### config.mk
export PLATFORM = sky130hd
export DESIGN_NAME = regfile_scoreboard
export DESIGN_NICKNAME = d
export VERILOG_FILES = /design/src/rtl/regfile_pkg.sv /design/src/rtl/regfile_pending_table.sv /design/src/rtl/regfile_scoreboard.sv
export SDC_FILE = /design/constraint.sdc
export NUM_CORES = 1
export LEC_CHECK = 0
export CAP_MARGIN = 20
export CORE_ASPECT_RATIO = 0.8
export CORE_UTILIZATION = 55
export CTS_BUF_LIST = sky130_fd_sc_hd__clkbuf_8
export DETAILED_ROUTE_END_ITERATION = 8
export HOLD_SLACK_MARGIN = 0.03
export PLACE_DENSITY = 0.87
export SYNTH_ARGS = -nofsm -noshare
export SYNTH_HDL_FRONTEND = slang
export SYNTH_SLANG_ARGS = --single-unit
### constraint.sdc
create_clock -name Clock -period 1.9 [get_ports Clock]
set_input_delay 0.285 -clock Clock [delete_from_list [all_inputs] [get_ports Clock]]
set_output_delay 0.285 -clock Clock [all_outputs]
set_load 0.01 [all_outputs]
### src/rtl/regfile_pkg.sv
// Shared constants and types for the register file with pending-bit scoreboard.
package regfile_pkg;

  localparam int WIDTH_DEF = 16;
  localparam int DEPTH_DEF = 16;

  // A one-entry file would still need a one-bit select, so clamp the width at 1.
  function automatic int addrW(input int depth);
    return (depth > 1) ? $clog2(depth) : 1;
  endfunction

  typedef logic [addrW(DEPTH_DEF)-1:0] regIdx_t;

endpackage

### src/rtl/regfile_pending_table.sv
// Per-register in-flight flags: set by issue, cleared by write-back, wiped by flush.
module regfile_pending_table
  import regfile_pkg::*;
#(
  parameter  int DEPTH  = DEPTH_DEF,
  localparam int ADDR_W = addrW(DEPTH)
) (
  input  logic              Clock,
  input  logic              Reset,
  input  logic              i_set,
  input  logic [ADDR_W-1:0] i_setIdx,
  input  logic              i_clr,
  input  logic [ADDR_W-1:0] i_clrIdx,
  input  logic              i_flush,
  input  logic [ADDR_W-1:0] i_idxA,
  input  logic [ADDR_W-1:0] i_idxB,
  output logic              o_pendA,
  output logic              o_pendB,
  output logic              o_anyBusy
);

  logic [DEPTH-1:0] r_pending;

  // The set is written after the clear so a same-edge reserve beats the write-back.
  always_ff @(posedge Clock or negedge Reset) begin
    if (!Reset) begin
      r_pending <= '0;
    end else if (i_flush) begin
      r_pending <= '0;
    end else begin
      if (i_clr) r_pending[i_clrIdx] <= 1'b0;
      if (i_set) r_pending[i_setIdx] <= 1'b1;
    end
  end

  assign o_pendA   = (int'(i_idxA) < DEPTH) ? r_pending[i_idxA] : 1'b0;
  assign o_pendB   = (int'(i_idxB) < DEPTH) ? r_pending[i_idxB] : 1'b0;
  assign o_anyBusy = |r_pending;

endmodule

### src/rtl/regfile_scoreboard.sv
// Two-read/one-write register file with write-to-read bypass, optional zero
// register and a pending-bit scoreboard for read-after-write hazard detection.
module regfile_scoreboard
  import regfile_pkg::*;
#(
  parameter  int WIDTH    = WIDTH_DEF,
  parameter  int DEPTH    = DEPTH_DEF,
  parameter  bit ZERO_REG = 1'b0,
  parameter  bit BYPASS   = 1'b1,
  localparam int ADDR_W   = addrW(DEPTH)
) (
  input  logic              Clock,
  input  logic              Reset,
  input  logic              WriteEnable,
  input  logic [ADDR_W-1:0] SelectInput,
  input  logic [WIDTH-1:0]  In,
  input  logic [ADDR_W-1:0] SelectA,
  input  logic [ADDR_W-1:0] SelectB,
  output logic [WIDTH-1:0]  A,
  output logic [WIDTH-1:0]  B,
  input  logic              Reserve,
  input  logic [ADDR_W-1:0] SelectReserve,
  input  logic              Flush,
  output logic              BusyA,
  output logic              BusyB,
  output logic              AnyBusy
);

  logic [WIDTH-1:0] r_regs [DEPTH];

  logic w_wrLive, w_resLive, w_liveA, w_liveB, w_bypA, w_bypB;
  logic w_pendA, w_pendB;

  // A select is "live" when it names real, writable storage; everything else reads as 0.
  function automatic logic isLive(input logic [ADDR_W-1:0] sel);
    return (int'(sel) < DEPTH) && !(ZERO_REG && (sel == '0));
  endfunction

  assign w_wrLive  = WriteEnable && isLive(SelectInput);
  assign w_resLive = Reserve && isLive(SelectReserve);
  assign w_liveA   = isLive(SelectA);
  assign w_liveB   = isLive(SelectB);
  assign w_bypA    = BYPASS && w_wrLive && (SelectInput == SelectA);
  assign w_bypB    = BYPASS && w_wrLive && (SelectInput == SelectB);

  always_ff @(posedge Clock or negedge Reset) begin
    if (!Reset) begin
      for (int i = 0; i < DEPTH; i++) r_regs[i] <= '0;
    end else if (w_wrLive) begin
      r_regs[SelectInput] <= In;
    end
  end

  // Storage is already zero during reset, so only the bypass path can show data then.
  always_comb begin
    A = '0;
    B = '0;
    if (w_liveA) A = w_bypA ? In : r_regs[SelectA];
    if (w_liveB) B = w_bypB ? In : r_regs[SelectB];
  end

  regfile_pending_table #(.DEPTH(DEPTH)) u_pending (
    .Clock     (Clock),
    .Reset     (Reset),
    .i_set     (w_resLive),
    .i_setIdx  (SelectReserve),
    .i_clr     (w_wrLive),
    .i_clrIdx  (SelectInput),
    .i_flush   (Flush),
    .i_idxA    (SelectA),
    .i_idxB    (SelectB),
    .o_pendA   (w_pendA),
    .o_pendB   (w_pendB),
    .o_anyBusy (AnyBusy)
  );

  assign BusyA = w_liveA && !w_bypA && w_pendA;
  assign BusyB = w_liveB && !w_bypB && w_pendB;

endmodule

Word-level counts from Yosys, hierarchy flattened
Cells that the tools add are included.

Register bits: 272. Bits of input ports: 37. Word-level logic and storage cells: 68. Output and inout bits: 35.

Equal/unequal tests: 2. Order comparisons: 10. Reduce and logical (&&, ||, !) cells: 10. Mux-type cells: 23. Bitwise gates (word level): 6.

Operators by type and width (number): bitwise mux 256 bit (1); two-way mux 16 bit (11); binary-select mux 16 bit (select 4 bit) (2); demux 16 bit (select 4 bit) (1); less-than comparator 4 x 5 -> 1 bit (second input constant) (4); AND 16 bit (1); inverter 16 bit (1); bitwise OR 16 bit (1); OR reduction 16 bit (1); greater-or-equal comparator 5 bit (second input constant) (3); inverter 4 -> 5 bit (3); binary-select mux 1 bit (select 4 bit) (2); demux 1 bit (select 4 bit) (2); == test 4 bit (2); greater-or-equal comparator 4 x 1 -> 1 bit (second input constant) (2); logical AND 1 bit (7); less-than comparator 5 x 1 -> 1 bit (second input constant) (1); two-way mux 1 bit (4); logical NOT 1 bit (2).

Longest topological paths before layout
Depth after elaboration: 11. Mapped depth: 8. Depth with buffers taken out: 4.

Hierarchy
A second synthesis with hierarchy kept.

Cells, all modules: 994. Area total of the unflattened synthesis: 15493.6 um^2.

Modules (own cells, without submodules): regfile_scoreboard (seq. area each 6406.1 um^2, cells an instance 889, area an instance 14432.6 um^2, times used 1); regfile_pending_table (seq. area each 400.4 um^2, cells an instance 105, area an instance 1061.0 um^2, times used 1).

Least setup slack after synthesis
Ideal clock, no wire load.

Path kind: input -> output. From: input SelectA[2]. To: output A[10]. Stages on the path: 5. Arrival: 1.722 ns. Required time: 1.615 ns. Path buffers: 2. Setup slack: -0.107 ns. Cell sequence: buf_2 xor2_1 nor4_4 buf_6 mux2_2.

Word-level cells in the longest chain between the ends: 5. Elaborated cells between the ends (all ways): 7. Classes of those cells: eq/ne: 1; mux: 4; bitwise: 1; reduce/logical: 1.

RTL lines: from (decl) (line regfile_scoreboard.sv:17) `input logic [ADDR_W-1:0] SelectA,`; inverter 4 -> 5 bit (not written as such) (line regfile_scoreboard.sv:58) `if (w_liveA) A = w_bypA ? In : r_regs[SelectA];`; binary-select mux 16 bit (select 4 bit) (line regfile_scoreboard.sv:58); two-way mux 16 bit (not written as such) (2 in a row) (line regfile_scoreboard.sv:58); two-way mux 16 bit (*) (line regfile_scoreboard.sv:58); to (decl) (line regfile_scoreboard.sv:19) `output logic [WIDTH-1:0] A,`.

Mark *: on every way between the ends. The rest lies on a longest branch, timed or not. The select of a mux whose other input is x is not followed.

Worst setup path in the final report
From: register r_regs[73] (netlist bit). To: output B[9].

Word-level cells in the longest chain between the ends: 4.

RTL lines: from (decl) (line regfile_scoreboard.sv:29) `logic [WIDTH-1:0] r_regs [DEPTH];`; from (signal, indexed assignment) (line regfile_scoreboard.sv:50) `r_regs[SelectInput] <= In;`; binary-select mux 16 bit (select 4 bit) (line regfile_scoreboard.sv:59) `if (w_liveB) B = w_bypB ? In : r_regs[SelectB];`; two-way mux 16 bit (not written as such) (2 in a row) (line regfile_scoreboard.sv:59); two-way mux 16 bit (line regfile_scoreboard.sv:59); to (decl) (line regfile_scoreboard.sv:20) `output logic [WIDTH-1:0] B,`.

No other way between the ends. The select of a mux whose other input is x is not followed.

==> results.ini <==
[run_status]
outcome = complete, but fails checks
violations = negative setup slack

[sta]
hold_ws_ns = 0.271
min_period_ns = 2.62
finalWorstSetupSlack_ns = -0.724
setup_total_negative_slack_ns = -18.96
finalClockSkew_ns = 0
setup_viol = 35
relSlewSlack = 0.528
rsz0062_at_grt = true
hold_viol_final = 0
period_share = 1.38
tightestPinTransition_ns = 0.706
fmax_mhz = 381
finalMaxSlewViolations = 0

[power]
peakVddDrop_mv = 0.504
cellPowerDensity_nw_per_um2 = 995
power.leakage_uw = 0.00839

[floorplan]
num_rows = 54
dieArea_um2 = 28400
ioPinCount = 72
die-width_um = 188
start_util = 0.559
die_h_um = 151
core_um2 = 27200

[placed_design]
dp_hpwl_um = 26700
port_buffers = 71
post-place-cells = 1462
detailed_place.area_um2 = 17500
gp_congestion = 0.907

[grt]
grt-ovfl-total = 0
grt_max_degree = 62
antenna_found_initial = 0
grt_pass1_vias = 11100
grt_pass1_wl_um = 66100
globalRouteTotalUtil = 0.313

[yosys]
syn_avg_cell_area_um2 = 15.5
yosysWarnings = 0
synth.area.top_cells = dfrtp_1 (45%), mux2_2 (21%), mux4_2 (20%)
synth.distinct_cells = 39
syn_inst = 982
yosysMostFrequentCell = mux2_2
synth_seq_cells = 272
async_flop_share = 1.00
netlist.area_leader.share = 0.447
synth_nets = 1019
synth_largest_area_cell = dfrtp_1
synthTopCellsByCount = mux2_2 (283), dfrtp_1 (272), mux4_2 (136)
ys.flop_type = dfrtp_1
synth-edff-count = 0
ys_seq_area_frac = 0.447
syn_area_um2 = 15200

[setup_path]
crit_path_cell_trace = buf_4 > mux4_2 > mux2i_2 > mux2i_2 > mux2_4 > buf_6
worst_setup_path_end_kind = output pin
worstPathArrival_ns = 2.34
slowest_delay_ns = 0.47
cp_num_buf_inv = 2
crit_top_cell = mux2i_2
worstSetupPathType = reg -> out
critPathRequiredTime_ns = 1.62
cp_max_fo = 2
startpoint_type = flop
cpLargestDelayFamily = multiplexers
crit_slowest_cell = mux4_2

[cts]
cts_root_buf = clkbuf_8
numCtsBuffers = 44
clockBufferDepth = 3
clk_latency_ns = 0.55
cts_tree = done
path_clk_slew_ns = 0.07
ctsHtreeMaxLevel = 2
cts_sinks = 272

[routing]
dr.pass1.iters = 5
via_per_inst = 6.51
wl_um = 43400
vias = 10400
drt_iter0_drc = 967
drtAntennaViolNets = 0
wl_per_cell_um = 27.2
route.detailed.drc = 0

[finish]
fin_area_um2 = 19100
drive_above_1_share = 0.606
stdcell_count = 1598
diodes = 0
ff_latch_area_um2 = 6810
nets = 1239
postLayoutCoreUtil = 0.700
fillers = 1654
multiInputGateArea_um2 = 8100
syn_to_final_growth_pct = 25.2

[flow_run]
cap_violations = 0

[hold_path]
hp-class = in -> async

[metrics by stage]
stage	setup slack, ns	total power [µW]
floorplan	-0.0416	11300
global placement	-0.964	12800
detailed placement	-0.987	13100
CTS	-0.660	18600
global route	-0.793	19700
finish	-0.724	19000
[kinds of logic (layout without fill, tap and decap cells)]
logic type / after synthesis / in the layout / share of synthesized area
mux: 522 / 522 / 0.478
xor+xnor: 8 / 8 / 0.00460
buf+inv: 91 / 343 / 0.0332
simple gates: 60 / 60 / 0.0258
flops: 272 / 272 / 0.447
compound gates: 29 / 29 / 0.0113
[power breakdown]
part / leakage, µW / switching [µW] / internal (µW) / total, µW
Sequential: 0.00336 / 1050 / 7080 / 8130
Clock: 0.000526 / 2370 / 2840 / 5210
Combinational: 0.00450 / 2040 / 3590 / 5630
[worst paths after layout]
kind                                  startpoint                      to  slack, ns  cells after the start
worst min register to register       r_regs[219]             r_regs[219]       0.52                      1
max in group asynchronous                  Reset             r_regs[136]       0.98                      3
worst max register to register        r_regs[11]              r_regs[11]       0.79                      4
worst min-delay path                       Reset             r_regs[244]       0.27                      2
worst max-delay path                  r_regs[73]                    B[9]      -0.72                      6
min in group Clock              SelectReserve[0]  u_pending.r_pending[5]       0.49                      3
[timing repair]
item / in CTS / in global routing
pin swaps: 7 / 3
gates resized for setup: 194 / 29
gates cloned: 0 / 0
setup endpoints to repair: 35 / 35
endpoints found under the hold margin: 53 / 0
setup buffers: 41 / 18
hold buffers: 1 / 0
[layout make-up]
class	count	share of cell area
Multi-Input combinational cell	619	0.425
Sequential cell	272	0.357
Timing Repair Buffer	265	0.147
Clock buffer	61	0.0440
Tap cell	364	0.0239
Clock inverter	17	0.00374
[layout by cell type (no fill, tap or decap), drive strengths merged, types with 6 or more instances in the layout]
cell type | netlist | routed
a21oi | 10 | 10
buf | 65 | 235
clkbuf | 26 | 61
clkdlybuf4s50 | 0 | 24
dfrtp | 272 | 272
inv | 0 | 15
mux2 | 288 | 288
mux2i | 98 | 98
mux4 | 136 | 136
nand2 | 8 | 8
nor2 | 18 | 18
nor4 | 6 | 6
o21ai | 9 | 9
xor2 | 6 | 6
[metal layers]
| layer | share of wire | vias up | GRT usage |
|---|---|---|---|
| met5 | 0 | - | 0 |
| met4 | 0.045 | 0 | 0.141 |
| met3 | 0.078 | 151 | 0.0602 |
| met2 | 0.49 | 544 | 0.515 |
| met1 | 0.39 | 5461 | 0.410 |
| li1 | - | 4246 | - |
[flip-flops by register name (all words and copies together) (netlist names)]
signal	count
r_regs	256
u_pending.r_pending	16
[worst register-to-register path: stages, from the launching register on]
cell,delay (ns)
dfrtp_1,0.40
buf_6,0.12
buf_4,0.12
buf_4,0.12
mux2_2,0.25
Note: power is estimated with default switching activity, not from simulation.
